$ cat src/rtl/pooling_mode_core.sv
// rtl/pooling_mode_core.sv - per-lane max/average window pooling over a valid/ready beat stream
// Average pooling is compiled in only when POOLING_AVG_EN is defined; otherwise max pooling only.
module pooling_mode_core #(
   parameter int DATA_WIDTH = 16,
   parameter int LANES      = 4,
   parameter int WIN_MAX    = 16
) (
   input  logic                        CLK,
   input  logic                        RESET_N,
   input  logic                        INIT,
   output logic                        READY,
   input  logic                        MODE,
   input  logic [3:0]                  SHIFT,
   input  logic [LANES*DATA_WIDTH-1:0] IN_DATA,
   input  logic                        IN_VALID,
   input  logic                        IN_LAST,
   output logic                        IN_READY,
   output logic [LANES*DATA_WIDTH-1:0] OUT_DATA,
   output logic                        OUT_VALID,
   input  logic                        OUT_READY,
   output logic                        OUT_OVF
);

`ifdef POOLING_AVG_EN
   localparam int GUARD = $clog2(WIN_MAX);
   localparam int ACC_W = DATA_WIDTH + GUARD;
`else
   localparam int ACC_W = DATA_WIDTH;
`endif
   localparam int CNT_W = $clog2(WIN_MAX + 1);

   typedef enum logic {ST_FIRST, ST_ACCUM} state_t;

   state_t                        state_q;
   logic [CNT_W-1:0]              cnt_q, cnt_d;
   logic                          ovf_q, ovf_d;
   logic signed [ACC_W-1:0]       acc_q [LANES];
   logic signed [ACC_W-1:0]       acc_d [LANES];
   logic signed [ACC_W-1:0]       ext   [LANES];
   logic [LANES*DATA_WIDTH-1:0]   res_d, out_data_q;
   logic                          out_valid_q, out_ovf_q, ready_q;
   logic                          accept, first, cnt_full;

   assign IN_READY  = (!out_valid_q || OUT_READY) && !INIT;
   assign accept    = IN_VALID && IN_READY;
   assign first     = (state_q == ST_FIRST);
   assign cnt_full  = (cnt_q == CNT_W'(WIN_MAX));
   assign ovf_d     = !first && (ovf_q || cnt_full);
   assign cnt_d     = first ? CNT_W'(1) : (cnt_full ? cnt_q : cnt_q + CNT_W'(1));

   assign READY     = ready_q;
   assign OUT_DATA  = out_data_q;
   assign OUT_VALID = out_valid_q;
   assign OUT_OVF   = out_ovf_q;

`ifdef POOLING_AVG_EN
   localparam logic signed [ACC_W-1:0] SAT_MAX = {{(GUARD+1){1'b0}}, {(DATA_WIDTH-1){1'b1}}};
   localparam logic signed [ACC_W-1:0] SAT_MIN = {{(GUARD+1){1'b1}}, {(DATA_WIDTH-1){1'b0}}};

   logic                    mode_q;
   logic [3:0]              shift_q;
   logic                    avg;
   logic [3:0]              shamt;
   logic signed [ACC_W-1:0] avg_sh [LANES];

   // The first beat of a window uses the live MODE/SHIFT; later beats use the latched copy.
   assign avg   = first ? MODE  : mode_q;
   assign shamt = first ? SHIFT : shift_q;
`else
   wire unused_cfg = MODE ^ (^SHIFT);
`endif

   always_comb begin
      res_d = '0;
      for (int k = 0; k < LANES; k++) begin
         ext[k] = ACC_W'($signed(IN_DATA[k*DATA_WIDTH +: DATA_WIDTH]));
         if (first)
            acc_d[k] = ext[k];
`ifdef POOLING_AVG_EN
         else if (avg)
            acc_d[k] = acc_q[k] + ext[k];
`endif
         else if (ext[k] > acc_q[k])
            acc_d[k] = ext[k];
         else
            acc_d[k] = acc_q[k];

`ifdef POOLING_AVG_EN
         avg_sh[k] = acc_d[k] >>> shamt;
         if (!avg)
            res_d[k*DATA_WIDTH +: DATA_WIDTH] = acc_d[k][DATA_WIDTH-1:0];
         else if (avg_sh[k] > SAT_MAX)
            res_d[k*DATA_WIDTH +: DATA_WIDTH] = SAT_MAX[DATA_WIDTH-1:0];
         else if (avg_sh[k] < SAT_MIN)
            res_d[k*DATA_WIDTH +: DATA_WIDTH] = SAT_MIN[DATA_WIDTH-1:0];
         else
            res_d[k*DATA_WIDTH +: DATA_WIDTH] = avg_sh[k][DATA_WIDTH-1:0];
`else
         res_d[k*DATA_WIDTH +: DATA_WIDTH] = acc_d[k];
`endif
      end
   end

   always_ff @(posedge CLK or negedge RESET_N) begin
      if (!RESET_N) begin
         state_q     <= ST_FIRST;
         cnt_q       <= '0;
         ovf_q       <= 1'b0;
         out_data_q  <= '0;
         out_valid_q <= 1'b0;
         out_ovf_q   <= 1'b0;
         ready_q     <= 1'b0;
         for (int k = 0; k < LANES; k++) acc_q[k] <= '0;
`ifdef POOLING_AVG_EN
         mode_q      <= 1'b0;
         shift_q     <= '0;
`endif
      end else if (INIT) begin
         state_q     <= ST_FIRST;
         cnt_q       <= '0;
         ovf_q       <= 1'b0;
         out_data_q  <= '0;
         out_valid_q <= 1'b0;
         out_ovf_q   <= 1'b0;
         ready_q     <= 1'b0;
         for (int k = 0; k < LANES; k++) acc_q[k] <= '0;
`ifdef POOLING_AVG_EN
         mode_q      <= 1'b0;
         shift_q     <= '0;
`endif
      end else begin
         ready_q <= 1'b1;
         if (OUT_READY)
            out_valid_q <= 1'b0;
         if (accept) begin
            if (IN_LAST) begin
               // Accepting a last beat while the previous result drains keeps OUT_VALID high.
               out_valid_q <= 1'b1;
               out_data_q  <= res_d;
               out_ovf_q   <= ovf_d;
               state_q     <= ST_FIRST;
               cnt_q       <= '0;
               ovf_q       <= 1'b0;
            end else begin
               for (int k = 0; k < LANES; k++) acc_q[k] <= acc_d[k];
               cnt_q   <= cnt_d;
               ovf_q   <= ovf_d;
               state_q <= ST_ACCUM;
`ifdef POOLING_AVG_EN
               if (first) begin
                  mode_q  <= MODE;
                  shift_q <= SHIFT;
               end
`endif
            end
         end
      end
   end

endmodule

$ cat config.mk
export PLATFORM = sky130hd
export DESIGN_NAME = pooling_mode_core
export DESIGN_NICKNAME = d
export VERILOG_FILES = /design/src/rtl/pooling_mode_core.sv
export SDC_FILE = /design/constraint.sdc
export NUM_CORES = 1
export LEC_CHECK = 0
export CORE_MARGIN = 5
export CORE_UTILIZATION = 57
export DETAILED_ROUTE_END_ITERATION = 6
export PLACE_DENSITY = 0.88
export SYNTH_ARGS = -nofsm -noshare
export SYNTH_HDL_FRONTEND = slang
export SYNTH_SLANG_ARGS = --single-unit
$ cat constraint.sdc
create_clock -name CLK -period 5 [get_ports CLK]
set_input_delay 1 -clock CLK [delete_from_list [all_inputs] [get_ports CLK]]
set_output_delay 1 -clock CLK [all_outputs]
set_load 0.01 [all_outputs]
==> metrics.md, run 1 <==
| Metric | Value |
|---|---|
| Status | `complete, no violations` |
| Pin count of the biggest net entering global routing | `68` |
| Syn Area/Cell | `9.50 sq um` |
| P&R area growth vs syn | `27.4%` |
| Fin cells | `1133` |
| DRT iter0 DRCs | `592` |
| Final wirelength | `20300 um` |
| Worst path cell trace | `clkdlybuf4s50_1, ha_1, nand4_1, nor4_1, o21ai_0, and3_1, a211oi_4, buf_4, mux2i_1, nor2_1` |
| Peak VDD IR | `0.211 mV` |
| CTS root buffer | `clkbuf_16` |
| Syn Nets | `959` |
| Final setup viols | `0` |
| Min-delay src | `OUT_DATA[48]` |
| Crit Path Class | `in2reg` |
| Worst Setup SP | `IN_DATA[63]` |
| Clk sinks | `138` |
| Total power draw | `3.06 mW` |
| Pint | `2.26 mW` |
| Die area | `16100 sq um` |
| Core Footprint | `13300 sq um` |
| Pin slew with the least headroom to its limit | `1.09 ns` |
| Clk_skew | `0.00983 ns` |
| RR Startpoint | `acc_q[11]` |
| Post-detail-place hpwl | `13300 um` |
| Logic pwr share | `17.0%` |
| First-pass GRT wire length | `33500 um` |
| Register area share after synthesis | `44.4%` |
| Final hold vios | `0` |
| Pwr/cell area | `309 nW/um^2` |
| Pre-antenna DRT Iters | `7` |
| Sequential fraction of design power | `39.7%` |
| Clock latency on the worst-skew pair | `0.43 ns` |
| Chip height | `127 um` |
| Die W | `127 um` |
| Worst hold path class | `reg2reg` |
| RSZ-0062 raised after global routing | `false` |
| Most frequent cells in the layout | `138 x dfrtp_1, 135 x clkdlybuf4s50_1, 117 x nand2_1` |
| Total GRT Usage | `25.5%` |
| CTS Buffer Depth | `2` |
| # Max-Cap Violations | `0` |
| CTS resizes | `0` |
| Post-synth EDFFs | `0` |
| Final nets | `1086` |
| Worst hold slack | `0.483 ns` |
| Post-route setup slack | `1.25 ns` |
| Slew HR | `27.3%` |
| Synth cell types | `52` |
| Setup crit end kind | `flip-flop` |
| Remaining global-route overflow | `0` |
| Vias | `6670` |
| Leak | `4.38 nW` |
| Hold-fix buffers, CTS | `0` |
| Drt wl/cell | `17.9 um` |
| Vias per std cell | `5.89` |
| CTS H-tree depth | `4` |
| Layout cells sized above 1 | `5.85%` |
| Net switching power | `0.804 mW` |
| Clock power share | `43.3%` |
| Setup_tns | `0 ns` |
| FF+latch count, synth | `138` |
| Num rows | `42` |
| Yosys warns | `0` |
| CTS tree | `yes` |
| Post-CTS Setup Inserts | `0` |
| Post-DRT Antenna Nets | `0` |
| Initial antenna violation count | `0` |
| Top_reg_cell synth | `dfrtp_1` |
| Starting Density | `58.4%` |
| Final Cycle Share | `75.0%` |
| Slowest stage delay, CP | `0.64 ns` |
| Crit path max-delay cell type | `a211oi_4` |
| Synth Cell Area | `7770 sq um` |
| Async SR Flop Fraction | `100%` |
| DP Worst Slack | `0.817 ns` |
| Minimum clock period | `3.75 ns` |
| Arrival time at the worst endpoint | `4.03 ns` |
| Drc violations | `0` |
| Placer Congestion | `0.827` |
| Dpl cells | `1102` |
| Fmax | `267 MHz` |
| Syn Inst Count | `818` |
| Reg clk slew, reported paths | `0.05 ns` |
| Final Max Slew Viols | `0` |
| Startpoint Class | `input port` |
| Antenna cells | `0` |
| Data required time of the worst path | `5.28 ns` |
| Number of global-route vias before repair | `6929` |
| Boundary Pins | `143` |
| CP max FO | `10` |
| Sw Ratio | `26.3%` |
| Most common cell after layout, fill and taps aside | `dfrtp_1` |
| Total CTS buffers | `17` |
| Buffers added on ports | `137` |
## per-stage QoR
| step | cell area (sq um) | util [%] |
|---|---|---|
| 5_1_grt | 9900 | 74.4 |
| 2_1_floorplan | 7770 | - |
| 6_report | 9900 | 74.4 |
| 3_3_place_gp | 9280 | 69.8 |
| 3_5_place_dp | 9280 | 69.8 |
| 4_1_cts | 9900 | 74.4 |
## cells in the mapped netlist (16+ instances only)
cell type  number  area share [%]
ha_1           66              11
inv_1          74             3.6
o311ai_0       16             1.8
nor2_1         45             2.2
dfrtp_1       138              44
clkbuf_1       26             1.3
nor3_1         19             1.2
o21ai_0        61             3.9
mux2i_1        79              10
nand2_1       117             5.7
a21oi_1        42             2.7
nand3_1        27             1.7
## power by group through the flow
stage / registers (mW) / logic [mW] / clock network (mW)
after floorplan: 1.24 / 0.267 / 0
after global placement: 1.23 / 0.495 / 0
after detailed placement: 1.23 / 0.512 / 0
after CTS: 1.21 / 0.521 / 1.33
after global routing: 1.22 / 0.572 / 1.37
final: 1.21 / 0.520 / 1.33
## critical path, delay by kind of cell
kind            cells  cell delay [ns]
fa+ha+maj           1             0.36
mux                 1             0.22
simple gates        4             0.83
buf+inv             2             0.79
compound gates      2             0.83
## logic make-up after synthesis
family	Yosys count	share of synthesized area [%]
DFF	138	44.4
buffers and inverters	116	6.01
AOI/OAI and AO/OA	167	13.8
adders and majority gates	66	10.6
muxes	82	10.8
and+or+nand+nor	249	14.4
## sequential cells by signal (all words and copies together), names as in the netlist
name,cells
OUT_VALID,1
acc_q,64
ovf_q,1
state_q,1
OUT_OVF,1
OUT_DATA,64
cnt_q,5
READY,1
## routing by layer
layer  global-route usage (%)  wire, um
met5                        0         0
met2                     42.0      9940
met1                     32.3      8600
met3                     6.18      1210
met4                     10.5       578
## worst paths after layout
kind | slack, ns | to | depth (start not counted)
max | 1.25 | acc_q[12] | 10
min | 0.48 | OUT_DATA[48] | 2
max reg2reg | 1.94 | acc_q[12] | 10
min reg2reg | 0.48 | OUT_DATA[48] | 2
max in group asynchronous | 3.45 | acc_q[32] | 2
min in group asynchronous | 0.58 | OUT_DATA[10] | 1
## cell type report
| class | instances | area, sq um |
|---|---|---|
| clock buffers | 24 | 502 |
| clock inverters | 7 | 113 |
| fillers | 914 | 3400 |
| inverters | 76 | 285 |
| multi-input cells | 564 | 3870 |
| flip-flops and latches | 138 | 3450 |
| well taps | 176 | 220 |
| repair buffers | 148 | 1450 |
(Power assumes the default switching activity.)
==> run 2, diff against run 1 <==
Settings changed: CORE_UTILIZATION 57 to 53, PLACE_DENSITY 0.88 to 0.83.
Clock period 5 ns to 3.88 ns, I/O delays scaled along.
==> run 2 against run 1 <==
Effect of this change:
- power grew 31%
- register-to-register slack got worse by 1.2 ns
- via count decreased by 1.5%
- die area is 6.9% higher
- setup slack worse by 0.96 ns
- sequential power is 29% higher
- combinational power increased by 30%
==> metrics.md, run 2 (same netlist as run 1, synthesis figures left out) <==
| Metric | Value |
|---|---|
| Status | `complete, no violations` |
| Largest delay share family, worst path | `compound AO/OA/AOI/OAI gates` |
| P&R area growth vs syn | `29.3%` |
| Reg clk slew, reported paths | `0.06 ns (about the same)` |
| Minimum clock period | `3.59 ns` |
| CTS resizes | `0 (unchanged)` |
| Post-CTS Setup Inserts | `0 (unchanged)` |
| Crit Path Class | `in2reg` |
| Worst hold path class | `in2async` |
| Worst path cell trace | `clkdlybuf4s50_1, ha_1, nand4_1, nor4_1, o21ai_0, and3_1, a21oi_2, mux2i_1, o21ai_0` |
| CTS Buffer Depth | `2 (unchanged)` |
| Total CTS buffers | `17 (unchanged)` |
| Buffers added on ports | `137 (unchanged)` |
| Logic pwr share | `16.9% (about the same)` |
| Antenna cells | `0 (unchanged)` |
| Final setup viols | `0 (unchanged)` |
| Leak | `4.45 nW (+1.6%)` |
| Most frequent cells in the layout | `138 x dfrtp_1, 135 x clkdlybuf4s50_1, 117 x nand2_1` |
| Total power draw | `4.00 mW (+31%)` |
| Pin slew with the least headroom to its limit | `1.24 ns (+0.152 ns)` |
| Drc violations | `0 (unchanged)` |
| Slowest stage delay, CP | `0.97 ns (+0.33 ns)` |
| Starting Density | `53.7% (-4.8 points)` |
| Vias per std cell | `5.70 (-3.1%)` |
| Die area | `17200 sq um (+6.9%)` |
| Pwr/cell area | `399 nW/um^2 (+29%)` |
| Layout cells sized above 1 | `7.13% (+1.3 points)` |
| Data required time of the worst path | `4.16 ns (-1.12 ns)` |
| Total GRT Usage | `23.5% (-2.0 points)` |
| Drt wl/cell | `17.0 um (-5.0%)` |
| Fmax | `279 MHz` |
| RSZ-0062 raised after global routing | `false` |
| Crit path max-delay cell type | `a21oi_2` |
| Pre-antenna DRT Iters | `5 (-2)` |
| Sw Ratio | `25.8% (-0.44 points)` |
| Final wirelength | `19600 um (-3.4%)` |
| Clock power share | `44.0% (+0.7 points)` |
| Setup crit end kind | `flip-flop` |
| Post-DRT Antenna Nets | `0 (unchanged)` |
| First-pass GRT wire length | `32200 um (-3.9%)` |
| Most common cell after layout, fill and taps aside | `dfrtp_1` |
| Pin count of the biggest net entering global routing | `79 (+16%)` |
| Clock latency on the worst-skew pair | `0.42 ns (about the same)` |
| Slew HR | `17.2% (-10 points)` |
| Number of global-route vias before repair | `6623 (-4.4%)` |
| DRT iter0 DRCs | `435 (-27%)` |
| Num rows | `44 (+4.8%)` |
| Final hold vios | `0 (unchanged)` |
| Vias | `6572 (-1.5%)` |
| Post-detail-place hpwl | `13300 um (-0.35%)` |
| Arrival time at the worst endpoint | `3.87 ns (-0.16 ns)` |
| CTS H-tree depth | `4 (unchanged)` |
| CP max FO | `31 (+21)` |
| Hold-fix buffers, CTS | `0 (unchanged)` |
| # fillers | `1064 (+16%)` |
| Final Cycle Share | `92.5%` |
| Sequential fraction of design power | `39.1% (-0.6 points)` |
| Remaining global-route overflow | `0 (unchanged)` |
| Boundary Pins | `143 (unchanged)` |
| Placer Congestion | `0.823 (-0.41%)` |
| Startpoint Class | `input port` |
| CTS root buffer | `clkbuf_16` |
| # Max-Cap Violations | `0 (unchanged)` |
| CTS tree | `yes` |
| Most frequent CP cell | `o21ai_0` |
| Clk_skew | `0.00620 ns (-0.00364 ns)` |
| Peak VDD IR | `0.275 mV (+31%)` |
| Pint | `2.97 mW (+32%)` |
| Initial antenna violation count | `0 (unchanged)` |
| Core Footprint | `14500 sq um (+8.9%)` |
| Clk sinks | `138 (unchanged)` |
| Chip height | `131 um (+3.4%)` |
| Final Max Slew Viols | `0 (unchanged)` |
| Net switching power | `1.03 mW (+29%)` |
| Final nets | `1097 (+1.0%)` |
| Buf+Inv Stages, Crit Path | `1 (-1)` |
| Worst hold slack | `0.386 ns (-0.0971 ns)` |
| Die W | `131 um (+3.4%)` |
-- run 2: changes by cell type in the layout (fill, tap and decap cells not counted), sizes merged --
cell	change
buf	+11
clkbuf	-3
clkinvlp	+2
bufinv	+1
-- run 2: worst paths after layout --
path | start | endpoint | slack [ns] | depth (start not counted)
worst max-delay path | IN_DATA[61] | OUT_DATA[48] | 0.29 | 9
min in group CLK | OUT_DATA[30] | OUT_DATA[30] | 0.48 | 2
worst max register to register | acc_q[11] | OUT_DATA[48] | 0.72 | 9
max in group asynchronous | RESET_N | OUT_DATA[39] | 2.69 | 2
worst min-delay path | RESET_N | OUT_DATA[11] | 0.39 | 1
worst min register to register | OUT_DATA[30] | OUT_DATA[30] | 0.48 | 2
-- run 2: routing by layer --
| metal | wire length [um] | GRT usage (%) | up-vias |
|---|---|---|---|
| li1 | - | - | 3140 |
| met1 | 8460 | 30.7 | 3196 |
| met2 | 9560 | 38.6 | 198 |
| met3 | 1190 | 4.82 | 38 |
| met4 | 436 | 8.89 | 0 |
| met5 | 0 | 0 | - |
-- run 2: metrics by stage --
step                      cells  TNS [ns]  util, %  area (sq um)  setup WS (ns)
after global placement     1121  -0.00337     64.9          9400       -0.00337
final                      1152         0     69.4         10000          0.291
after CTS                  1152         0     69.4         10000          0.314
after detailed placement   1121    -0.564     64.9          9400         -0.108
after floorplan             818         0        -          7770          0.963
after global routing       1152         0     69.4         10000         0.0174
-- run 2: worst reg2reg max path, stage by stage (launching register included) --
cell and delay [ns]:
dfrtp_1 0.34, inv_1 0.06, ha_1 0.33, nand4_1 0.16, nor4_1 0.36, o21ai_0 0.19
and3_1 0.23, a21oi_2 0.97, mux2i_1 0.30, o21ai_0 0.09
-- run 2: area by class of cell --
cell class | count | area, sq um | share of cell area [%]
multi-input combinational | 564 | 3870 | 38.6
timing repair buffer | 159 | 1560 | 15.5
inverter | 76 | 285 | 2.84
clock buffer | 21 | 480 | 4.78
clock inverter | 10 | 165 | 1.64
sequential | 138 | 3450 | 34.4
tap | 184 | 230 | 2.29
-- run 2: power groups by stage --
stage	combinational, mW	sequential [mW]	clock (mW)
3_5_place_dp	0.670	1.59	0
6_report	0.676	1.56	1.76
4_1_cts	0.680	1.56	1.79
3_3_place_gp	0.654	1.58	0
2_1_floorplan	0.344	1.60	0
5_1_grt	0.746	1.57	1.85
